`src/rtl/overlay_writer.sv`:
```
// Draws a (4*ARM+1)-pixel plus marker per feature point as byte-masked SRAM write beats.
// Latency: first beat valid two edges after point accept; 1 beat/cycle; stalls while valid && !ready.
module overlay_writer #(
  parameter int         WIDTH       = 800,
  parameter int         HEIGHT      = 600,
  parameter int         ARM         = 2,
  parameter logic [7:0] COLOR       = 8'hFF,
  parameter int         FRAME_WORDS = 120000
) (
  input  logic        clock,
  input  logic        reset,
  input  logic        pt_valid,
  output logic        pt_ready,
  input  logic [9:0]  pt_x,
  input  logic [9:0]  pt_y,
  input  logic        pt_last,
  input  logic        buffer_sel,
  output logic [53:0] dout,
  output logic        valid,
  input  logic        ready,
  output logic        done
);

  typedef enum logic [2:0] {IDLE, DRAW_H, DRAW_V, DRAIN, DONE} state_t;

  localparam logic signed [3:0] D_MIN = 4'(-ARM);
  localparam logic signed [3:0] D_MAX = 4'(ARM);

  state_t             state_q, state_d;
  logic [9:0]         x_q, x_d, y_q, y_d;
  logic               last_q, last_d, sel_q, sel_d;
  logic signed [3:0]  d_q, d_d;
  logic               fresh_q, fresh_d;
  logic               live_q;
  logic               valid_q, valid_d;
  logic [53:0]        dout_q, dout_d;

  logic signed [11:0] dext, px, py;
  logic               pt_ok, inb, adv;
  logic [18:0]        pix;
  logic [17:0]        addr;
  logic [3:0]         mask;

  // Offset applies to the column while drawing the arm across, to the row while drawing down.
  always_comb begin
    dext  = {{8{d_q[3]}}, d_q};
    px    = $signed({2'b00, x_q}) + ((state_q == DRAW_H) ? dext : 12'sd0);
    py    = $signed({2'b00, y_q}) + ((state_q == DRAW_V) ? dext : 12'sd0);
    pt_ok = ({2'b00, x_q} < 12'(WIDTH)) && ({2'b00, y_q} < 12'(HEIGHT));
    inb   = pt_ok && !px[11] && !py[11] &&
            (px < $signed(12'(WIDTH))) && (py < $signed(12'(HEIGHT)));
    pix   = 19'(py[9:0]) * 19'(WIDTH) + 19'(px[9:0]);
    addr  = 18'(pix >> 2) + (sel_q ? 18'(FRAME_WORDS) : 18'd0);
    mask  = 4'b0001 << pix[1:0];
    adv   = ((state_q == DRAW_H) || (state_q == DRAW_V)) && !fresh_q && (!valid_q || ready);
  end

  always_comb begin
    state_d = state_q;
    x_d     = x_q;
    y_d     = y_q;
    last_d  = last_q;
    sel_d   = sel_q;
    d_d     = d_q;
    fresh_d = 1'b0;
    valid_d = valid_q && !ready;
    dout_d  = dout_q;
    if (adv && inb) begin
      valid_d = 1'b1;
      dout_d  = {mask, addr, {4{COLOR}}};
    end
    case (state_q)
      IDLE: begin
        if (pt_valid && pt_ready) begin
          x_d     = pt_x;
          y_d     = pt_y;
          last_d  = pt_last;
          sel_d   = buffer_sel;
          d_d     = D_MIN;
          fresh_d = 1'b1;
          state_d = DRAW_H;
        end
      end
      DRAW_H: begin
        if (adv) begin
          if (d_q == D_MAX) begin
            d_d     = D_MIN;
            state_d = DRAW_V;
          end else begin
            d_d = d_q + 4'sd1;
          end
        end
      end
      DRAW_V: begin
        if (adv) begin
          if (d_q == D_MAX) begin
            state_d = last_q ? DRAIN : IDLE;
          end else begin
            // centre pixel was already drawn by the horizontal arm
            d_d = (d_q == -4'sd1) ? 4'sd1 : d_q + 4'sd1;
          end
        end
      end
      DRAIN: begin
        if (!valid_q) state_d = DONE;
      end
      DONE: begin
        state_d = IDLE;
      end
      default: state_d = IDLE;
    endcase
  end

  always_ff @(posedge clock or negedge reset) begin
    if (!reset) begin
      state_q <= IDLE;
      x_q     <= '0;
      y_q     <= '0;
      last_q  <= 1'b0;
      sel_q   <= 1'b0;
      d_q     <= '0;
      fresh_q <= 1'b0;
      live_q  <= 1'b0;
      valid_q <= 1'b0;
      dout_q  <= '0;
    end else begin
      state_q <= state_d;
      x_q     <= x_d;
      y_q     <= y_d;
      last_q  <= last_d;
      sel_q   <= sel_d;
      d_q     <= d_d;
      fresh_q <= fresh_d;
      live_q  <= 1'b1;
      valid_q <= valid_d;
      dout_q  <= dout_d;
    end
  end

  // live_q keeps pt_ready low while reset is held and until the first edge after release.
  assign pt_ready = (state_q == IDLE) && live_q;
  assign valid    = valid_q;
  assign dout     = dout_q;
  assign done     = (state_q == DONE);

endmodule

```
`config.mk`:
```
export PLATFORM = sky130hd
export DESIGN_NAME = overlay_writer
export DESIGN_NICKNAME = d
export VERILOG_FILES = /design/src/rtl/overlay_writer.sv
export SDC_FILE = /design/constraint.sdc
export NUM_CORES = 1
export LEC_CHECK = 0
export ABC_AREA = 1
export BUFFER_PORTS_ARGS = -buffer_cell sky130_fd_sc_hd__buf_2
export CORE_MARGIN = 5
export CORE_UTILIZATION = 53
export DETAILED_ROUTE_END_ITERATION = 8
export PLACE_DENSITY_LB_ADDON = 0.3
export SLEW_MARGIN = 25
export SYNTH_ARGS = -nofsm -noshare
export SYNTH_HDL_FRONTEND = slang
export SYNTH_SLANG_ARGS = --single-unit
export TNS_END_PERCENT = 1
```
`constraint.sdc`:
```
create_clock -name clock -period 5.95 [get_ports clock]
set_clock_uncertainty 0.15 [all_clocks]
set_input_delay 1.785 -clock clock [delete_from_list [all_inputs] [get_ports clock]]
set_output_delay 1.785 -clock clock [all_outputs]
set_load 0.05 [all_outputs]
```
-- Word level (Yosys, flattened, before mapping)
Cells that the tools add are included.
- input bits: 26
- bits in writable memories: 0
- latch bits: 0
- register bits: 86
- word-level logic and storage cells: 78
- ROM bits: 0
- memories kept: 0
- muxes and demuxes: 21
- divide/modulo/power cells: 0
- reduce and logical (&&, ||, !) cells: 23
- equal/unequal tests: 13
- $add $sub $neg: 5
- order comparisons: 4
- bitwise logic cells: 0
- multiply operators: 1
- shift-type cells: 1
- operator list (kind ; number):
    adder 11 x 12 -> 12 bit ; 2
    < comparator 12 x 11 -> 1 bit (second input constant) ; 2
    two-way mux 12 bit ; 2
    two-way mux 4 bit ; 6
    < comparator 10 bit (second input constant) ; 2
    adder 19 x 10 -> 19 bit ; 1
    adder 17 x 17 -> 18 bit ; 1
    two-way mux 3 bit ; 6
    two-way mux 17 bit ; 1
    multiplier 10 x 5 -> 14 bit (second input constant) ; 1
    one-hot mux 3 bit (4 select lines) ; 1
    one-hot mux 4 bit (3 select lines) ; 1
    logical AND 1 bit ; 11
    inequality test 2 bit (second input constant) ; 5
    equality test 3 x 2 -> 1 bit (second input constant) ; 2
    AND reduction 6 bit ; 1
    zero test 1 bit ; 5
    AND reduction 5 bit ; 1
    adder 4 x 2 -> 4 bit (second input constant) ; 1
    equality test 4 x 1 -> 1 bit (second input constant) ; 1
    equality test 4 x 3 -> 1 bit (second input constant) ; 1
    inequality test 2 x 1 -> 1 bit (second input constant) ; 2
    << shifter 1 x 2 -> 4 bit (first input constant) ; 1
    equality test 3 x 1 -> 1 bit (second input constant) ; 1
    7 further kinds ; 10

-- Longest topological paths before layout
- depth after elaboration: 10
- gate-level depth with buffers: 41
- mapped depth without buffers: 41

-- Least setup slack after synthesis
No wires, ideal clock.
- kind: register to register
- start: reg state_q[1]
- end: reg dout_q[49] (netlist: dout[49])
- data required time: 5682 ps
- cell stages (with the launch flop): 38
- slack: 387 ps
- library setup time: 118 ps
- path buffers: 0
- arrival time: 5295 ps
- cells stage by stage: dfrtp_1 -> inv_2 -> nor2_4 -> nand2_1 -> nor2_1 -> ha_1 -> fa_1 -> nand2_1 -> nand2_1 -> nand2_1 -> nand2_1 -> nand2_1 -> inv_1 -> nand2_1 -> nand2_1 -> xor2_1 -> ha_1 -> ha_1 -> (+2 left out) -> inv_1 -> ha_1 -> a21oi_1 -> nand3_1 -> a21oi_1 -> nor2_1 -> nor2_1 -> xor2_1 -> nand2_1 -> xnor2_1 -> inv_1 -> ha_1 -> nand2_1 -> nor2_1 -> a211oi_1 -> o21ai_0 -> nand2_1 -> nand2_1
- word-level cells in the longest chain between the ends: 9
- RTL lines (item ; RTL line ; RTL):
    from (decl) ; 29 ; state_t state_q, state_d;
    from (signal assigned) ; 127 ; state_q <= state_d;
    branches (longest 9 deep; another with adder 19 x 10 -> 19 bit) ; -- ;
    to (signal assigned) ; 136 ; dout_q <= dout_d;
    to (decl) ; 36 ; logic [53:0] dout_q, dout_d;
Several ways; the timed one is not identified.
A chain may end at the register's enable or synchronous reset.

-- Worst setup path in the final report
- start: reg state_q[1]
- end: reg dout_q[48] (netlist: dout[48])
Same word-level chain as after synthesis.

==> metrics.txt <==
Crit Path Category=flop to flop; Total Die Area=12,200 sq um; grt ovf=0; Diodes inserted=0; Worst setup SP type=flop; required time of the critical path=6050 ps; via total after detailed routing=4,677; maximum fanout encountered on the critical timing path=6; final RePlAce weighted congestion=0.909; fraction of layout instances using a drive strength above 1=0.188; most frequent cell after synthesis=nand2_1; Mapped Cells=751; violation count after the first detailed-routing iteration=161; Net Count, Synth=850; register bit count reported by yosys=55; highest-delay cell along the critical path=fa_1; outcome=finished clean; Least-Margin Pin Slew=782 ps; Worst Slack Setup Final=343 ps; count of max-cap constraint violations=0; per-cell via count in the routed design=4.96; count of distinct cell types in the synthesized netlist=41; final number of max-transition violations=0; Min-Delay Path Class=flop to flop; TritonRoute pass-1 iters=5; post-DR wirelength/cell=11.7 um; antenna violation net count after detailed routing=0; total setup violations reported at the end of the flow=0; top-level I/O count=83; cell total after placement=931; first-pass GRT wire length=19,200 um; TritonCTS clock tree=yes; count of flip-flops with a built-in enable after synthesis=0; Synth area leaders=dfrtp_1 26%, nand2_1 16%, ha_1 15%, inv_1 7.6%, xor2_1 4.6%; pin count of the biggest net entering global routing=56; final net count=907; Die Y=110 um; total area of sequential cells=1380 sq um; Total Routed Length=11,000 um; Yosys Warn Count=0; Core Region=9820 sq um; sequential share of the synthesized area=0.257; die width=110 um; summed negative setup slack over all endpoints=0 ps; standard-cell row count=36; dpl ws=87.0 ps; clock network latency to the later pin of the worst-skew pair=320 ps; starting utilization of the core area=0.545; worst slew margin relative to its limit=0.478; R2R Setup Slk=340 ps; most instantiated flip-flop cell in the synthesis netlist=dfrtp_1; HPWL reported at the end of detailed placement=9000 um; CP peak stage delay=480 ps; area delta synth->final=10.3%; combined area of the multi-input logic cells=3360 sq um; H-tree levels=2; overall global routing resource usage=0.181; proportion of register bits with asynchronous set or reset after synthesis=1.00; number of global-route vias before repair=4,470; Port Buffers=82; count of filler cells inserted in the layout=957; filler-free cell count of the finished design=942; cell area after synthesis=5350 sq um; Final Util=0.601; maximum clock frequency=178 MHz; clock buffer count from CTS=5; Max Buffers Root-to-Sink=2; proportion of netlist area held by the largest area contributor=0.257; buffer cell driving the clock tree root=clkbuf_8; initial antenna violation count=0; number of sinks driven by the clock tree=55; period utilization=0.942; CP arrival=5710 ps; average footprint of a synthesized cell=7.13 sq um; CTS clk-pin slew, worst paths=120 ps; Hold Fails Final Rpt=0; minimum clock period after layout=5610 ps; remaining design rule violation count=0; top post-synthesis cells by count=224 x nand2_1, 109 x inv_1, 64 x ha_1; nature of the critical path endpoint=flop; leading area contributor after synthesis=dfrtp_1
[through the flow]
| stage | cell area, sq um | hold slack, ps |
|---|---|---|
| 2_1_floorplan | 5350 | 305 |
| 3_3_place_gp | 5670 | 308 |
| 3_5_place_dp | 5670 | 310 |
| 4_1_cts | 5760 | 339 |
| 5_1_grt | 5900 | 356 |
| 6_report | 5900 | 334 |
[cell type report]
type	instances	area share
repair buffers	90	0.0797
flip-flops and latches	55	0.233
clock inverters	3	0.00403
clock buffers	5	0.0117
well taps	133	0.0282
multi-input cells	541	0.570
inverters	115	0.0733
[per-layer routing]
metal	part of all wire	global-route usage	up-vias
met5	0	0	-
met4	0.011	0.0394	0
met3	0.052	0.0394	13
met2	0.47	0.310	101
met1	0.47	0.233	2095
li1	-	-	2468
[final timing paths]
kind,from,to,cells past startpoint
setup / recovery,state_q[1]$_DFFE_PN0P_,dout[48]$_DFFE_PN0P_,38
hold / removal,dout[35]$_DFFE_PN0P_,dout[35]$_DFFE_PN0P_,2
setup reg to reg,state_q[1]$_DFFE_PN0P_,dout[48]$_DFFE_PN0P_,38
hold reg to reg,dout[35]$_DFFE_PN0P_,dout[35]$_DFFE_PN0P_,2
max in group asynchronous,reset,y_q[4]$_DFFE_PN0P_,2
min in group asynchronous,reset,dout[49]$_DFFE_PN0P_,2
[timing repair]
action	4_1_cts	5_1_grt
buffers inserted	0	3
endpoints found under the setup margin	0	3
resized for setup	0	31
hold buffers	0	0
[cell families after synthesis]
group	after synthesis	synth area share
flip-flops	55	0.257
AO/OA/AOI/OAI	75	0.0816
AND/OR/NAND/NOR	357	0.284
other	1	0.000701
buffers and inverters	155	0.137
XOR/XNOR	35	0.0573
adder cells (fa/ha/maj)	73	0.183
[flip-flops by register name (all words and copies together) (netlist names)]
signal / flops
d_q: 4
last_q: 1
state_q: 3
fresh_q: 1
valid: 1
x_q: 10
y_q: 10
live_q: 1
sel_q: 1
dout: 23
[critical path, delay by kind of cell (launching register included)]
family                   cells  cell delay (ps)
adder cells (fa/ha/maj)      7             2200
AND/OR/NAND/NOR             21             1570
XOR/XNOR                     3              660
flip-flops                   1              400
AO/OA/AOI/OAI                2              310
buffers and inverters        5              270
[cells in the final DEF, fill, tap and decap left out, types with 2 or more instances in the layout]
master	n
a21oi_2	2
nor2_2	4
nand3b_1	5
nor3_1	5
o21ai_2	4
inv_2	9
nor2_4	2
ha_4	3
a21boi_0	2
nand3_2	4
o21bai_1	3
o21ai_1	11
nor3_2	2
ha_1	58
nand3_1	44
fa_1	8
nand2_1	216
a21oi_1	16
nand2_2	15
o21ai_0	20
xnor2_1	7
clkbuf_8	5
nor2_1	46
clkinv_2	2
buf_4	8
o211ai_1	3
inv_1	105
xor2_2	2
dfrtp_1	55
a31oi_1	6
ha_2	3
o22ai_1	2
xor2_1	26
buf_2	82
nand4_1	11
Power is not shown: default switching activity piles up to over one toggle a cycle in this logic, so the estimate is an artifact.
